<file path="config.mk">
export PLATFORM = sky130hd
export DESIGN_NAME = gate_window_gen
export DESIGN_NICKNAME = d
export VERILOG_FILES = /design/src/rtl/gate_window_gen_pkg.sv /design/src/rtl/gate_window_gen_phase_down_counter.sv /design/src/rtl/gate_window_gen.sv
export SDC_FILE = /design/constraint.sdc
export NUM_CORES = 1
export LEC_CHECK = 0
export ABC_AREA = 1
export CAP_MARGIN = 20
export CORE_MARGIN = 2
export CORE_UTILIZATION = 55
export CTS_CLUSTER_SIZE = 12
export DETAILED_ROUTE_END_ITERATION = 8
export GPL_TIMING_DRIVEN = 0
export PLACE_DENSITY = 0.8
export SLEW_MARGIN = 10
export SYNTH_ARGS = -nofsm -noshare
export SYNTH_HDL_FRONTEND = slang
export SYNTH_SLANG_ARGS = --single-unit
</file>
<file path="constraint.sdc">
create_clock -name Clk -period 3.8 [get_ports Clk]
set_input_delay 0.95 -clock Clk [delete_from_list [all_inputs] [get_ports Clk]]
set_output_delay 0.95 -clock Clk [all_outputs]
set_load 0.01 [all_outputs]
</file>
<file path="src/rtl/gate_window_gen_pkg.sv">
// -----------------------------------------------------------------------------
// gate_window_gen_pkg
// Shared definitions for the gate-window generator and the windowed counter
// it feeds: default bus width and counter modulo, FSM state encoding, and a
// small helper used to size the window-length clamp.
// -----------------------------------------------------------------------------
package gate_window_gen_pkg;

    // Defaults shared with the downstream windowed counter.
    localparam int DEFAULT_BUS_SIZE = 8;
    localparam int DEFAULT_MODULO   = 100;

    typedef enum logic [1:0] {
        ST_IDLE = 2'b00,
        ST_GATE = 2'b01,
        ST_GAP  = 2'b10
    } state_e;

    function automatic int min_int(input int a, input int b);
        return (a < b) ? a : b;
    endfunction

endpackage

</file>
<file path="src/rtl/gate_window_gen_phase_down_counter.sv">
// -----------------------------------------------------------------------------
// phase_down_counter
// BUS_SIZE-wide down-counter holding the cycles left in the current phase.
// Load has priority over Dec; Dec saturates at zero so the count never wraps.
//
// Ports:
//   Clk     in   1         clock, rising edge
//   Rst     in   1         asynchronous reset, active-high (count -> 0)
//   Load    in   1         load LoadVal on the next edge
//   LoadVal in   BUS_SIZE  value to load
//   Dec     in   1         decrement on the next edge (ignored at zero)
//   Cnt     out  BUS_SIZE  current count (registered)
//   Zero    out  1         Cnt == 0
// -----------------------------------------------------------------------------
module phase_down_counter
    import gate_window_gen_pkg::*;
#(
    parameter int BUS_SIZE = DEFAULT_BUS_SIZE
) (
    input  logic                Clk,
    input  logic                Rst,
    input  logic                Load,
    input  logic [BUS_SIZE-1:0] LoadVal,
    input  logic                Dec,
    output logic [BUS_SIZE-1:0] Cnt,
    output logic                Zero
);

    logic [BUS_SIZE-1:0] cnt_q;
    logic [BUS_SIZE-1:0] cnt_d;

    // NOTE: every combinationally assigned signal gets a default first, so no
    // path through the block leaves it unassigned and no latch is inferred.
    always_comb begin
        cnt_d = cnt_q;
        if (Load) begin
            cnt_d = LoadVal;
        end else if (Dec && (cnt_q != '0)) begin
            cnt_d = cnt_q - BUS_SIZE'(1);
        end
    end

    // NOTE: state is updated with non-blocking assignments so every flop
    // samples pre-edge values regardless of process ordering.
    always_ff @(posedge Clk or posedge Rst) begin
        if (Rst) begin
            cnt_q <= '0;
        end else begin
            cnt_q <= cnt_d;
        end
    end

    assign Cnt  = cnt_q;
    assign Zero = (cnt_q == '0);

endmodule

</file>
<file path="src/rtl/gate_window_gen.sv">
// -----------------------------------------------------------------------------
// gate_window_gen
// Programmable gate-window generator. Drives Gate high for L cycles then low
// for G cycles, once or repeatedly, where L = min(Len, MODULO-1) and
// G = max(Gap, 1). All outputs are registered on the rising edge of Clk so
// Gate is stable when a windowed counter samples it on the falling edge.
//
// Optional feature macro: GATE_WINDOW_GEN_ABORT_EN adds Abort/Aborted.
//
// Ports:
//   Clk     in   1         clock, rising edge
//   Rst     in   1         asynchronous reset, active-high
//   Start   in   1         start a sequence (only honoured in IDLE)
//   Len     in   BUS_SIZE  gate-high length, latched on accepted Start
//   Gap     in   BUS_SIZE  gate-low length, latched on accepted Start
//   Repeat  in   1         loop GATE/GAP; sampled at the end of each gap
//   Gate    out  1         window output
//   Busy    out  1         high in GATE or GAP
//   Done    out  1         one-cycle pulse when a sequence ends normally
//   Remain  out  BUS_SIZE  cycles left in the current phase minus one
//   Abort   in   1         (macro only) terminate the running sequence
//   Aborted out  1         (macro only) one-cycle pulse after an abort
// -----------------------------------------------------------------------------
module gate_window_gen
    import gate_window_gen_pkg::*;
#(
    parameter int BUS_SIZE = DEFAULT_BUS_SIZE,
    parameter int MODULO   = DEFAULT_MODULO
) (
    input  logic                Clk,
    input  logic                Rst,
    input  logic                Start,
    input  logic [BUS_SIZE-1:0] Len,
    input  logic [BUS_SIZE-1:0] Gap,
    input  logic                Repeat,
    output logic                Gate,
    output logic                Busy,
    output logic                Done,
    output logic [BUS_SIZE-1:0] Remain
`ifdef GATE_WINDOW_GEN_ABORT_EN
    ,
    input  logic                Abort,
    output logic                Aborted
`endif
);

    // Longest window the downstream counter can hold, limited to what fits.
    localparam int                LEN_MAX_INT = min_int(MODULO - 1, (2 ** BUS_SIZE) - 1);
    localparam logic [BUS_SIZE-1:0] LEN_MAX   = BUS_SIZE'(LEN_MAX_INT);

    state_e              state_q, state_d;
    logic [BUS_SIZE-1:0] len_q, len_d;
    logic [BUS_SIZE-1:0] gap_q, gap_d;
    logic                gate_q, gate_d;
    logic                busy_q, busy_d;
    logic                done_q, done_d;

    logic [BUS_SIZE-1:0] eff_len;
    logic [BUS_SIZE-1:0] eff_gap;
    logic                cnt_load;
    logic [BUS_SIZE-1:0] cnt_load_val;
    logic                cnt_dec;
    logic                cnt_zero;
    logic [BUS_SIZE-1:0] cnt;
    logic                abort_hit;

    // Effective lengths: window clamped to the counter range, and at least one
    // low cycle so every window ends with a falling Gate.
    assign eff_len = (Len > LEN_MAX) ? LEN_MAX : Len;
    assign eff_gap = (Gap == '0) ? BUS_SIZE'(1) : Gap;

`ifdef GATE_WINDOW_GEN_ABORT_EN
    assign abort_hit = Abort && (state_q != ST_IDLE);
`else
    assign abort_hit = 1'b0;
`endif

    // ---------------- state register (plus latched lengths and outputs) -----
    always_ff @(posedge Clk or posedge Rst) begin
        if (Rst) begin
            state_q <= ST_IDLE;
            len_q   <= '0;
            gap_q   <= '0;
            gate_q  <= 1'b0;
            busy_q  <= 1'b0;
            done_q  <= 1'b0;
        end else begin
            state_q <= state_d;
            len_q   <= len_d;
            gap_q   <= gap_d;
            gate_q  <= gate_d;
            busy_q  <= busy_d;
            done_q  <= done_d;
        end
    end

    // ---------------- next-state logic --------------------------------------
    always_comb begin
        state_d = state_q;
        len_d   = len_q;
        gap_d   = gap_q;
        unique case (state_q)
            ST_IDLE: begin
                if (Start) begin
                    len_d = eff_len;
                    gap_d = eff_gap;
                    if (eff_len != '0) begin
                        state_d = ST_GATE;
                    end
                end
            end
            ST_GATE: begin
                if (abort_hit) begin
                    state_d = ST_IDLE;
                end else if (cnt_zero) begin
                    state_d = ST_GAP;
                end
            end
            ST_GAP: begin
                if (abort_hit) begin
                    state_d = ST_IDLE;
                end else if (cnt_zero) begin
                    state_d = Repeat ? ST_GATE : ST_IDLE;
                end
            end
            default: state_d = ST_IDLE;
        endcase
    end

    // ---------------- output / counter-control logic ------------------------
    // Outputs are computed from the next state and registered, so nothing
    // reaches a port without passing through a flop.
    always_comb begin
        gate_d       = (state_d == ST_GATE);
        busy_d       = (state_d != ST_IDLE);
        done_d       = 1'b0;
        cnt_load     = 1'b0;
        cnt_load_val = '0;
        cnt_dec      = 1'b0;
        unique case (state_q)
            ST_IDLE: begin
                if (Start) begin
                    if (eff_len != '0) begin
                        cnt_load     = 1'b1;
                        cnt_load_val = eff_len - BUS_SIZE'(1);
                    end else begin
                        done_d = 1'b1;
                    end
                end
            end
            ST_GATE, ST_GAP: begin
                if (abort_hit) begin
                    cnt_load = 1'b1;   // clear Remain
                end else if (!cnt_zero) begin
                    cnt_dec = 1'b1;
                end else if (state_q == ST_GATE) begin
                    cnt_load     = 1'b1;
                    cnt_load_val = gap_q - BUS_SIZE'(1);
                end else if (Repeat) begin
                    cnt_load     = 1'b1;
                    cnt_load_val = len_q - BUS_SIZE'(1);
                end else begin
                    done_d = 1'b1;
                end
            end
            default: ;
        endcase
    end

    phase_down_counter #(
        .BUS_SIZE (BUS_SIZE)
    ) u_remain (
        .Clk     (Clk),
        .Rst     (Rst),
        .Load    (cnt_load),
        .LoadVal (cnt_load_val),
        .Dec     (cnt_dec),
        .Cnt     (cnt),
        .Zero    (cnt_zero)
    );

`ifdef GATE_WINDOW_GEN_ABORT_EN
    logic aborted_q;
    logic aborted_d;

    assign aborted_d = abort_hit;

    always_ff @(posedge Clk or posedge Rst) begin
        if (Rst) begin
            aborted_q <= 1'b0;
        end else begin
            aborted_q <= aborted_d;
        end
    end

    assign Aborted = aborted_q;
`endif

    assign Gate   = gate_q;
    assign Busy   = busy_q;
    assign Done   = done_q;
    assign Remain = cnt;

endmodule

</file>
==> results.toml, run 1 <==
[synthesis]
syn-cell-area_um2 = 2180
avgSynthCellArea_um2 = 6.77
synthCells = 322
ys_seq_area_share_pct = 33.3
ys_ff_latch = 29
synth_cell_type_count = 30
synth-warning-count = 0
syn-num-nets = 352

[cts]
clockBufferDepth = 2
cts_sinks = 29
cts_root_buffer = "clkbuf_8"
cts_tree = "done"
postCtsHoldBufs = 0
clock_latency_ns = 0.29
htreeDepth = 2
cts_setup_buffers = 0
clkTransAtPathRegs_ns = 0.06
cts.repair.resized = 0
numCtsBuffers = 5

[power_and_ir_drop]
finalPower_uw = 1900
p_leak_uw = 0.00136
power.density_nw_per_um2 = 717
vdd_drop_max_v = 0.000448

[critical_path]
ff2ff_path_depth = 11
worstPathMaxFanout = 10
r2r_start = "state_q[0]"
startpoint_type = "primary input"
cp-end-kind = "flip-flop"
r2r_setup_slack_ns = 1.67
crit_path_frequent_cell = "nand2_2"
worstPathCellList = "clkdlybuf4s50_1 > nor2_1 > nand2_1 > nand2_2 > nand2_1 > nor2_1 > ha_1 > nand3_1 > nand2_2 > nand2_2 > nand2_2 > buf_6 > nand3_1 > nand2_1 > nor2_2"
cp_data_arrival_time_ns = 3.24
crit_slowest_cell = "clkdlybuf4s50_1"
crit_type = "primary input to flip-flop"
worstPathRequired_ns = 3.97
r2r_end = "u_remain.Cnt[7]"
cp_slowest_stage_delay_ns = 0.48

[floorplanning]
rows = 22
initial_utilization_pct = 58.3
pin_count = 31
dieArea_um2 = 4480
die-width_um = 67.0
core-area_um2 = 3740
die_h_um = 67.0

[cells_and_area]
final_cell_mix = "82 x nand2_1, 54 x inv_1, 30 x clkdlybuf4s50_1, 29 x dfrtp_1, 29 x nor2_1"
drive_gt1_share_pct = 7.50
nNetsFinal = 390
antenna_cells = 0
fin_util_pct = 70.9
syn_to_final_growth_pct = 21.7
mostFrequentLayoutCell = "nand2_1"

[timing]
fin_setup_tns_ns = 0
clock_skew_ns = 0.0124
slew_viol_final = 0
slew_headroom_pct = 60.9
rsz0062_at_grt = "false"
timing.fmax_mhz = 326
finalCriticalPeriod_ns = 3.07
tightest_slew_ns = 0.582
period_share_pct = 80.7
setup_violations = 0
hold_viol = 0

[grt]
grt_pass1_wl_mm = 9.31
grt_max_degree = 30
grt_pass1_vias = 2142
grt_usage_pct = 27.4
antenna_found_initial = 0
globalRouteOverflowTotal = 0

[drt]
first_pass_iters = 4
drc = 0
vias = 2139
final_antenna_net_count = 0
wl_per_cell_um = 12.9
drtIter0Drc = 194
routed_wl_mm = 5.25
vias_per_cell = 5.24

[placed_design]
gp_congestion = 0.866
dpl.hpwl_mm = 4.05
port_buffers = 30

[hold_path]
hold_class = "flip-flop to flip-flop"
min_to = "gap_q[1]"
hold_start = "gap_q[1]"
min_delay_path_depth = 2

[run_status]
outcome = "complete, no violations"

[flow_run]
drv_cap = 0
-- cell families after synthesis --
group	Yosys count	synth area share [%]
compound gates	44	11.5
fa+ha+maj	10	5.74
simple gates	169	35.0
flops	29	33.3
buf+inv	61	10.8
xor+xnor	9	3.61
-- registers in the layout (all words and copies together) (netlist names) --
signal / count
u_remain.Cnt: 8
Busy: 1
gap_q: 8
Done: 1
state_q: 2
Gate: 1
len_q: 8
-- layout make-up --
cell class	instances	area, um2
Multi-Input combinational cell	232	1220
Buffer	4	22.5
Tap cell	48	60.1
Sequential cell	29	726
Inverter	57	214
Timing Repair Buffer	31	328
Fill cell	346	1090
Clock buffer	7	86.3
-- Yosys cell counts --
| cell | n | area (um2) |
|---|---|---|
| nand2_2 | 5 | 31.3 |
| nand2_1 | 82 | 308 |
| a21oi_2 | 1 | 8.76 |
| o21bai_1 | 2 | 15.0 |
| a32oi_1 | 1 | 8.76 |
| buf_6 | 1 | 11.3 |
| clkbuf_1 | 3 | 11.3 |
| nand3_1 | 28 | 140 |
| dfrtp_1 | 29 | 726 |
| nor2_2 | 4 | 25.0 |
| clkinv_1 | 1 | 3.75 |
| nand3b_2 | 1 | 11.3 |
| nor2_4 | 1 | 11.3 |
| nand4_1 | 7 | 43.8 |
| nor3_1 | 8 | 40.0 |
| o21ai_2 | 2 | 17.5 |
| o21ai_0 | 24 | 120 |
| nor2_1 | 29 | 109 |
| a211oi_1 | 1 | 7.51 |
| ha_1 | 10 | 125 |
| a31oi_1 | 1 | 6.26 |
| xor2_1 | 9 | 78.8 |
| nand3_2 | 1 | 10.0 |
| inv_2 | 2 | 7.51 |
| o211ai_2 | 1 | 12.5 |
| nor2_8 | 1 | 20.0 |
| inv_1 | 54 | 203 |
| nor4_1 | 1 | 6.26 |
| nand3b_1 | 1 | 7.51 |
| a21oi_1 | 11 | 55.1 |
-- how the worst max path moves through the flow --
stage | startpoint | to | slack (ns) | cells after the start
2_1_floorplan | Len[4] | u_remain.Cnt[7] | 1.30 | 14
3_3_place_gp | Len[3] | u_remain.Cnt[7] | 0.54 | 15
3_5_place_dp | Len[3] | u_remain.Cnt[7] | 0.50 | 15
4_1_cts | Len[3] | u_remain.Cnt[7] | 0.78 | 15
5_1_grt | Len[3] | u_remain.Cnt[2] | 0.54 | 16
6_report | Len[3] | u_remain.Cnt[7] | 0.73 | 15
-- metrics by stage --
step | area (um2) | hold slack [ns] | instances | setup WS, ns
final | 2660 | 0.491 | 408 | 0.734
after global routing | 2660 | 0.533 | 408 | 0.541
after detailed placement | 2540 | 0.475 | 400 | 0.502
after floorplan | 2180 | 0.453 | 322 | 1.30
after CTS | 2630 | 0.491 | 407 | 0.779
after global placement | 2540 | 0.471 | 400 | 0.538
-- where the power goes --
part	switching (uW)	internal, uW
registers	113	452
clock network	115	143
logic	655	424
-- worst max-delay path: cells and delay by family --
kind	cells	cell delay, ns
AND/OR/NAND/NOR	12	1.43
buffers and inverters	2	0.62
adder cells (fa/ha/maj)	1	0.22
-- routing by layer --
metal  global-route usage [%]  up-vias  share of wire [%]
met5                        0        -                  0
met4                     7.91        0                1.6
met3                     5.24       10                4.8
met2                     48.1       65                 48
met1                     34.0      963                 46
li1                         -     1101                  -
(Power assumes the default switching activity.)
==> inputs of run 2 (changes only) <==
Settings changed: CORE_UTILIZATION 55 to 50, PLACE_DENSITY 0.8 to 0.77.
Clock period 3.8 ns to 2.55 ns, I/O delays scaled along.
==> results.toml, run 2 (synthesis results as in run 1) <==
[run_status]
outcome = "complete, no violations"

[cells_and_area]
mostFrequentLayoutCell = "nand2_1"
final_cell_mix = "81 x nand2_1, 53 x inv_1, 29 x dfrtp_1, 28 x clkdlybuf4s50_1, 26 x nand3_1"
drive_gt1_share_pct = 11.7
syn_to_final_growth_pct = 28.2
antenna_cells = 0
fin_util_pct = 65.6
nNetsFinal = 396
regArea_um2 = 726
fill_cells = 379
multi_input_area_um2 = 1300

[timing]
clock_skew_ns = 0.00759
setup_violations = 0
slew_headroom_pct = 60.6
tightest_slew_ns = 0.588
fin_setup_tns_ns = 0
timing.fmax_mhz = 415
slew_viol_final = 0
hold_viol = 0
period_share_pct = 94.5
finalCriticalPeriod_ns = 2.41

[power_and_ir_drop]
power_frac_comb_pct = 57.7
finalPower_uw = 2890
power.density_nw_per_um2 = 1030
pwr-share-seq_pct = 29.0
internal_power_uw = 1560
p_sw_share_pct = 46.1
power.switching_uw = 1330
vdd_drop_max_v = 0.000637
clock_power_share_pct = 13.2
p_leak_uw = 0.00141

[floorplanning]
core-area_um2 = 4260
dieArea_um2 = 4910
die-width_um = 70.0
die_h_um = 70.0
rows = 24
pin_count = 31
initial_utilization_pct = 51.1

[cts]
clock_latency_ns = 0.28
clockBufferDepth = 2
cts_tree = "done"
postCtsHoldBufs = 0
htreeDepth = 2
clkTransAtPathRegs_ns = 0.06
cts_root_buffer = "clkbuf_8"
numCtsBuffers = 5
cts_sinks = 29

[drt]
vias_per_cell = 5.25
drc = 0
routed_wl_mm = 5.28
drtIter0Drc = 165
wl_per_cell_um = 12.6
final_antenna_net_count = 0
vias = 2194
first_pass_iters = 4

[grt]
grt_pass1_vias = 2068
grt_usage_pct = 22.8
grt_max_degree = 19
grt_pass1_wl_mm = 8.95
globalRouteOverflowTotal = 0
antenna_found_initial = 0

[critical_path]
worstPathRequired_ns = 2.71
worstPathMaxFanout = 5
startpoint_type = "primary input"
cp-end-kind = "flip-flop"
cp_data_arrival_time_ns = 2.57
crit_type = "primary input to flip-flop"

[hold_path]
hold_class = "flip-flop to flip-flop"

[placed_design]
dpl.hpwl_mm = 3.98
port_buffers = 30
gp_congestion = 0.924

[flow_run]
drv_cap = 0
run 2: changes by cell type in the layout (fill, tap and decap cells not counted), moves of 3 or more:
cell	previous run	this run
nand2_2	5	2
nor2_1	29	25
nand2_4	0	4
buf_4	0	6
run 2: timing repair:
item	4_1_cts	5_1_grt
cloned	0	1
pin swaps	2	8
setup endpoints to repair	8	12
hold endpoints to repair	0	0
setup buffers	3	2
resized for setup	5	17
run 2: final cells by class:
cell class | count | share of cell area (%)
Timing Repair Buffer | 37 | 13.5
Buffer | 4 | 0.806
Sequential cell | 29 | 26.0
Clock buffer | 7 | 3.09
Inverter | 57 | 7.65
Multi-Input combinational cell | 232 | 46.6
Tap cell | 52 | 2.33
run 2: path summary, 6_finish.rpt:
path,start,to,slack [ns],depth (start not counted)
setup / recovery,Len[6],u_remain.Cnt[4],0.14,15
hold / removal,gap_q[1],gap_q[1],0.49,2
setup reg to reg,state_q[1],u_remain.Cnt[4],0.39,11
hold reg to reg,gap_q[1],gap_q[1],0.49,2
max in group asynchronous,Rst,state_q[0],1.34,3
min in group asynchronous,Rst,u_remain.Cnt[4],0.71,2
run 2: per-layer routing:
| metal | track usage [%] | up-vias | routed length (um) |
|---|---|---|---|
| met5 | 0 | - | 0 |
| met4 | 9.19 | 0 | 147 |
| met3 | 4.47 | 17 | 327 |
| met2 | 36.9 | 76 | 2420 |
| met1 | 29.9 | 989 | 2380 |
| li1 | - | 1112 | - |
run 2: stage by stage:
step	hold slack, ns	setup slack, ns	cell area, um2	cells
detailed placement	0.481	-0.489	2570	405
global route	0.538	-0.0107	2800	418
global placement	0.472	-0.445	2550	404
floorplan	0.453	0.361	2180	322
CTS	0.495	0.0376	2700	415
finish	0.491	0.140	2800	418
run 2: critical path: stages:
cell             delay (ns)
clkdlybuf4s50_1        0.49
nand2_1                0.10
inv_1                  0.05
nand2_2                0.11
nand2_4                0.10
nor2_4                 0.20
ha_4                   0.18
nand3_4                0.10
nand2_4                0.12
nand2_2                0.08
nand2_4                0.09
buf_6                  0.12
nand3_1                0.07
nand2_1                0.10
nor2_2                 0.04
run 2: power by group through the flow:
stage | combinational, uW | sequential, uW | clock (uW)
finish | 1670 | 839 | 382
global route | 1910 | 868 | 406
CTS | 1610 | 840 | 389
detailed placement | 1570 | 847 | 0
global placement | 1540 | 839 | 0
floorplan | 1100 | 852 | 0
==> inputs of run 3 (changes only) <==
Settings changed: REMOVE_ABC_BUFFERS set to 1.
==> results.toml, run 3 (synthesis results as in run 1) <==
[critical_path]
worstPathMaxFanout = 8
cp_data_arrival_time_ns = 2.59
cp-end-kind = "flip-flop"
startpoint_type = "primary input"
crit_type = "primary input to flip-flop"
worstPathRequired_ns = 2.74
ff2ff_path_depth = 12

[drt]
final_antenna_net_count = 0
first_pass_iters = 4
drc = 0
drtIter0Drc = 182
routed_wl_mm = 5.13
vias = 2150
wl_per_cell_um = 12.3
vias_per_cell = 5.17

[power_and_ir_drop]
vdd_drop_max_v = 0.000514
p_leak_uw = 0.00140
finalPower_uw = 2890
power.density_nw_per_um2 = 1060

[timing]
slew_headroom_pct = 59.2
clock_skew_ns = 0.00931
tightest_slew_ns = 0.611
period_share_pct = 94.2
slew_viol_final = 0
finalCriticalPeriod_ns = 2.40
hold_viol = 0
timing.fmax_mhz = 416
setup_violations = 0

[cells_and_area]
fin_util_pct = 64.2
syn_to_final_growth_pct = 25.5
fill_cells = 399
post_layout_nonfiller_instances = 416
final_cell_mix = "80 x nand2_1, 53 x inv_1, 29 x dfrtp_1, 29 x clkdlybuf4s50_1, 27 x nand3_1"
drive_gt1_share_pct = 12.1
nNetsFinal = 393
antenna_cells = 0
mostFrequentLayoutCell = "nand2_1"
regArea_um2 = 726
multi_input_area_um2 = 1270

[flow_run]
drv_cap = 0

[grt]
grt_usage_pct = 22.5
grt_pass1_vias = 2004
globalRouteOverflowTotal = 0
antenna_found_initial = 0
grt_pass1_wl_mm = 8.87
grt_max_degree = 30

[floorplanning]
initial_utilization_pct = 51.1
pin_count = 31
die_h_um = 70.0
rows = 24
die-width_um = 70.0
dieArea_um2 = 4910
core-area_um2 = 4260

[placed_design]
dpl.hpwl_mm = 3.86
port_buffers = 30
dpl.cell_count = 400
gp_congestion = 0.895

[cts]
numCtsBuffers = 5
htreeDepth = 2
cts_tree = "done"
cts_sinks = 29
cts_root_buffer = "clkbuf_8"
clkTransAtPathRegs_ns = 0.07
clockBufferDepth = 2
clock_latency_ns = 0.29

[hold_path]
hold_class = "flip-flop to flip-flop"
min_delay_path_depth = 2

[run_status]
outcome = "complete, no violations"
-- run 3: report_power, final --
part,switching (uW),internal [uW]
Combinational,977,652
Clock,177,243
Sequential,167,673
Total,1320,1570
-- run 3: layer usage --
layer  GRT usage [%]  up-vias  part of all wire (%)
met1            28.9      988                    46
met5               0        -                     0
met3            4.62        6                   4.6
met4            7.69        0                   1.3
li1                -     1111                     -
met2            37.9       45                    48
-- run 3: through the flow --
step | setup TNS, ns | area [um2] | hold slack (ns) | setup WS [ns]
2_1_floorplan | 0 | 2160 | 0.453 | 0.290
3_3_place_gp | -4.62 | 2520 | 0.469 | -0.573
3_5_place_dp | -4.86 | 2520 | 0.480 | -0.597
4_1_cts | 0 | 2670 | 0.498 | 0.00340
5_1_grt | -0.0293 | 2740 | 0.533 | -0.0283
6_report | 0 | 2740 | 0.492 | 0.147
-- run 3: final timing paths --
kind                                 start              end  slack, ns
min in group asynchronous              Rst  u_remain.Cnt[2]       0.75
max in group asynchronous              Rst         len_q[1]       1.40
worst max-delay path                Len[2]  u_remain.Cnt[3]       0.15
worst min register to register    gap_q[1]         gap_q[1]       0.49
worst max register to register  state_q[1]  u_remain.Cnt[3]       0.42
worst min-delay path              gap_q[1]         gap_q[1]       0.49
-- run 3: critical path, cell delays in order --
cell             delay (ns)
clkdlybuf4s50_1        0.46
inv_1                  0.10
nand2_1                0.06
nand2_2                0.11
nand2_4                0.09
nor2_4                 0.14
ha_1                   0.19
nand3_2                0.12
nand2_2                0.14
nand2_2                0.09
nand2_4                0.11
nand2_2                0.10
inv_2                  0.10
nand2_1                0.05
nand2_1                0.06
inv_1                  0.03
-- run 3: layout make-up --
cell class	count	area share, %
repair buffers	38	13.3
clock inverters	1	0.183
flip-flops and latches	29	26.5
clock buffers	7	3.52
inverters	57	7.86
multi-input cells	232	46.3
well taps	52	2.38
-- run 3: repair_timing --
item / in CTS / in global routing
hold endpoints to repair: 0 / 0
pin swaps: 3 / 2
setup endpoints to repair: 8 / 11
setup buffers: 3 / 5
hold buffers: 0 / 0
resized for setup: 7 / 7
